--- config.mk ---
export PLATFORM = sky130hd
export DESIGN_NAME = enet_rx_reg_bridge
export DESIGN_NICKNAME = d
export VERILOG_FILES = /design/src/rtl/enet_rx_reg_bridge.sv
export SDC_FILE = /design/constraint.sdc
export NUM_CORES = 1
export LEC_CHECK = 0
export ABC_AREA = 1
export BUFFER_PORTS_ARGS = -buffer_cell sky130_fd_sc_hd__buf_2
export CAP_MARGIN = 20
export CORE_ASPECT_RATIO = 2
export CORE_MARGIN = 2
export CORE_UTILIZATION = 55
export CTS_CLUSTER_SIZE = 24
export DETAILED_ROUTE_END_ITERATION = 7
export PLACE_DENSITY = 0.85
export SLEW_MARGIN = 25
export SYNTH_ARGS = -nofsm -noshare
export SYNTH_HDL_FRONTEND = slang
export SYNTH_SLANG_ARGS = --single-unit
--- constraint.sdc ---
create_clock -name clk -period 3.1 [get_ports clk]
set_input_delay 0.465 -clock clk [delete_from_list [all_inputs] [get_ports clk]]
set_output_delay 0.465 -clock clk [all_outputs]
set_load 0.03 [all_outputs]
--- src/rtl/enet_rx_reg_bridge.sv ---
// Host-side register bridge for the receive MAC: forwards accesses to the RX command FIFO,
// drains the RX response FIFO, and owns the sticky RX interrupt-event register (EIR).
module enet_rx_reg_bridge #(
  parameter int unsigned RSP_TIMEOUT = 1023
) (
  input  logic        clk,
  input  logic        rst,
  input  logic        reg_req_valid,
  output logic        reg_req_ready,
  input  logic        reg_req_write,
  input  logic [11:0] reg_req_addr,
  input  logic [31:0] reg_req_wdata,
  output logic        reg_rsp_valid,
  output logic [31:0] reg_rsp_rdata,
  output logic        reg_rsp_err,
  input  logic        cmd_full,
  output logic        cmd_wen,
  output logic [44:0] cmd_data,
  input  logic        rsp_empty,
  output logic        rsp_ren,
  input  logic [43:0] rsp_data,
  input  logic [31:0] eimr,
  output logic [31:0] eir_rx,
  output logic        irq_rx
);

  localparam int unsigned CW        = $clog2(RSP_TIMEOUT + 1);
  localparam logic [11:0] EIR_ADDR  = 12'h004;
  localparam logic [11:0] RDAR_ADDR = 12'h010;
  localparam logic [11:0] RCR_ADDR  = 12'h084;

  typedef enum logic [1:0] {IDLE, PUSH, WAIT_RSP, DONE} state_t;

  state_t        state;
  logic          is_write;
  logic [11:0]   addr;
  logic [CW-1:0] cnt;

  logic          hs;
  logic          pop_eir;
  logic          pop_match;
  logic [31:0]   evt;

  // FIFO strobes follow the full/empty flags combinationally so they can never violate them.
  assign hs        = reg_req_valid && reg_req_ready;
  assign rsp_ren   = !rst && !rsp_empty;
  assign cmd_wen   = !rst && (state == PUSH) && !cmd_full;
  assign pop_eir   = rsp_ren && (rsp_data[11:0] == EIR_ADDR);
  assign pop_match = rsp_ren && (rsp_data[11:0] == addr);
  assign evt       = pop_eir ? rsp_data[43:12] : 32'h0;

  always_ff @(posedge clk) begin
    if (rst) begin
      state         <= IDLE;
      is_write      <= 1'b0;
      addr          <= 12'h0;
      cnt           <= '0;
      reg_req_ready <= 1'b0;
      reg_rsp_valid <= 1'b0;
      reg_rsp_rdata <= 32'h0;
      reg_rsp_err   <= 1'b0;
      cmd_data      <= 45'h0;
      eir_rx        <= 32'h0;
      irq_rx        <= 1'b0;
    end else begin
      irq_rx <= |(eir_rx & eimr);
      // Drained EIR events always merge in; a same-cycle W1C below still lets the event win.
      eir_rx <= eir_rx | evt;

      case (state)
        IDLE: begin
          reg_req_ready <= !hs;
          if (hs) begin
            is_write <= reg_req_write;
            addr     <= reg_req_addr;
            if (reg_req_write && (reg_req_addr == EIR_ADDR)) begin
              eir_rx        <= (eir_rx & ~reg_req_wdata) | evt;
              reg_rsp_valid <= 1'b1;
              reg_rsp_rdata <= 32'h0;
              state         <= DONE;
            end else if (reg_req_write) begin
              cmd_data <= {reg_req_wdata, reg_req_addr, 1'b0};
              state    <= PUSH;
            end else if ((reg_req_addr == RDAR_ADDR) || (reg_req_addr == RCR_ADDR)) begin
              cmd_data <= {32'h0, reg_req_addr, 1'b1};
              state    <= PUSH;
            end else begin
              reg_rsp_valid <= 1'b1;
              reg_rsp_rdata <= (reg_req_addr == EIR_ADDR) ? eir_rx : 32'h0;
              state         <= DONE;
            end
          end
        end

        PUSH: begin
          if (!cmd_full) begin
            cmd_data <= 45'h0;
            if (is_write) begin
              reg_rsp_valid <= 1'b1;
              reg_rsp_rdata <= 32'h0;
              state         <= DONE;
            end else begin
              cnt   <= '0;
              state <= WAIT_RSP;
            end
          end
        end

        WAIT_RSP: begin
          if (pop_match) begin
            reg_rsp_valid <= 1'b1;
            reg_rsp_rdata <= rsp_data[43:12];
            state         <= DONE;
          end else if (cnt == CW'(RSP_TIMEOUT)) begin
            reg_rsp_valid <= 1'b1;
            reg_rsp_rdata <= 32'h0;
            reg_rsp_err   <= 1'b1;
            state         <= DONE;
          end else begin
            cnt <= cnt + CW'(1);
          end
        end

        DONE: begin
          reg_rsp_valid <= 1'b0;
          reg_rsp_rdata <= 32'h0;
          reg_rsp_err   <= 1'b0;
          reg_req_ready <= 1'b1;
          state         <= IDLE;
        end

        default: begin
          reg_req_ready <= 1'b0;
          state         <= IDLE;
        end
      endcase
    end
  end

endmodule

==> results.md <==
* Status: completed
* Cell Area, Synth at 7000 um^2
* Total Wirelength at 22900 um
* Fmax at 0.405 GHz
* Logic pwr share at 44.6%
* H-tree levels at 4
* Drt pass-1 iters at 6
* Clock buffer depth at 2
* Initial core utilization at 56.1%
* Slew margin rel. at 42.8%
* WP data required at 2.63 ns
* Cell taking the most area after synthesis: dfxtp_1
* Syn-to-layout area delta at 27.2%
* DIE WIDTH at 83.8 um
* R2R setup slack at 0.63 ns
* Max-Cap Viols at 0
* Cell Pwr Density at 1010 nW/um^2
* Root buf cell: clkbuf_16
* Clock skew at 0.0148 ns
* Synth area leaders: dfxtp_1, nand2_1, inv_1
* Number of flops mapped to enable cells by yosys at 0
* Gpl congestion at 0.996
* Clock latency on the worst-skew pair at 0.43 ns
* Worst Path Class, Setup: reg -> out
* Critical Path AT at 2.01 ns
* IO Port Bufs at 240
* Core ar. at 12500 um^2
* Clk sinks at 138
* Site Rows at 58
* Clock Pin Slew Worst Setup and Hold Paths at 0.06 ns
* CTS tree: built
* RSZ-0062 raised after global routing: no
* Syn_nets at 1222
* Largest net degree at the start of global routing at 91
* Post-synth ARST share at 0%
* Post-synth top area share at 39.5%
* Vias after detailed routing at 7797
* Worst setup SP type: flop
* Share of the yosys chip area belonging to registers at 39.5%
* Setup_tns at 0 ns
* Final design utilization at 71.3%
* Gr ovfl total at 0
* Number of nets in the layout at 1433
* Main flop type after synthesis: dfxtp_1
* CP endpoint kind: output pin
* Fraction of layout cells with a size suffix above 1 at 22.7%
* Ports at 241
* Syn Area/Cell at 6.42 um^2
* Hold buffers post-CTS at 0
* Dpl hpwl at 16200 um
* Slew @ Worst Pin at 0.856 ns
* First-pass GRT wire length at 35400 um
* CP max FO at 17
* Max Slew Vio Count at 0
* Clock share of power at 25.3%
* Total track usage at 32.5%
* Initial antenna violation count at 3
* Switching pwr at 0.00400 W
* Routed vias/inst at 5.31
* Drt wl/cell at 15.6 um
* Remaining DRCs at 0
* Final setup vio count at 0
* Static Leak at 4.43 nW
* TritonCTS Buffers at 17
* FF+latch count, synth at 138
* Post-route ant nets at 0
* Internal power at 0.00497 W
* Worst hold path class: in -> reg
* Final hold vios at 0
* DRT iter0 DRCs at 721
* Warnings from Yosys at 0
* Number of global-route vias before repair at 7108
* Switching Fraction at 44.6%
* Fin crit share at 79.7%
* Worst VDD drop at 0.000708 V
* Die ar. at 13700 um^2
* Post-CTS Setup Bufs at 0
* Sequential power share at 30.1%
* Cells after synthesis at 1090
* Period minus WS final at 2.47 ns
* Height of the die at 164 um
* Synth unique cells at 32
* Post-cts sizing count at 0
[cells in the mapped netlist, types with 4 or more instances]
cell type and count:
nand3_1 46, buf_1 4, o31ai_1 30, ha_1 6, clkbuf_2 4, o21ai_0 98, nor2_1 156, dfxtp_1 138
inv_1 167, nor3_1 5, clkbuf_1 33, a21oi_1 100, buf_2 17, nand4_1 13, nand2_1 241
[area by class of cell]
type	count	area [um^2]
clock buffers	21	460
flip-flops and latches	138	2760
diodes	3	7.51
clock inverters	11	191
multi-input cells	719	3320
repair buffers	253	1320
inverters	172	646
well taps	150	188
fillers	1108	3580
[flip-flops by register name, indices dropped and copies added (netlist names)]
register,cells
is_write,1
eir_rx,32
cmd_data,45
reg_rsp_err,1
addr,12
reg_rsp_rdata,32
irq_rx,1
state,2
cnt,10
reg_rsp_valid,1
reg_req_ready,1
[path summary, 6_finish.rpt]
kind	depth (start not counted)	end	from
setup / recovery	5	cmd_wen	state[1]
hold / removal	2	addr[11]	rst
setup reg to reg	9	cnt[6]	state[1]
hold reg to reg	2	cmd_data[4]	cmd_data[4]
[power groups by stage]
stage	Sequential, W	Clock [W]	Combinational, W
after global placement	0.00271	0	0.00386
after global routing	0.00275	0.00234	0.00439
after CTS	0.00269	0.00227	0.00397
final	0.00270	0.00227	0.00400
after floorplan	0.00371	0	0.00189
after detailed placement	0.00271	0	0.00393
[through the flow]
step	hold slack, ns	setup WS, ns	std cells	power, W	instance area (um^2)
floorplan	0.444	1.20	1090	0.00561	7000
global placement	0.429	0.795	1432	0.00657	8240
detailed placement	0.433	0.726	1432	0.00665	8240
CTS	0.272	0.653	1464	0.00893	8890
global route	0.277	0.359	1467	0.00949	8900
finish	0.278	0.628	1467	0.00897	8900
[routing by layer]
| metal | wire length (um) | GRT usage, % |
|---|---|---|
| met1 | 9070 | 39.6 |
| met5 | 0 | 0 |
| met3 | 1620 | 6.32 |
| met2 | 11300 | 54.1 |
| met4 | 889 | 16.8 |
[critical path, cell delays in order, from the launching register on]
cell and delay, ns:
dfxtp_1 0.34, inv_1 0.13, ha_1 0.59, inv_2 0.10, nor3_1 0.19, buf_2 0.24
[cell families after synthesis]
family	synth area share, %
fa+ha+maj	1.07
flops	39.5
buf+inv	13.2
simple gates	26.9
compound gates	18.9
xor+xnor	0.376
[layout by cell type (no fill, tap or decap), drive strengths merged, types with 5 or more instances in the layout]
cell    netlist  routed
buf          24     253
nand2       241     241
inv         169     170
nor2        158     158
dfxtp       138     138
o21ai       101     101
a21oi       100     100
nand3        49      49
o31ai        30      30
clkbuf       37      21
nand4        13      13
ha            6       6
nor3          6       6
bufinv        0       5
clkinv        3       5
Note: power is estimated with default switching activity, not from simulation.
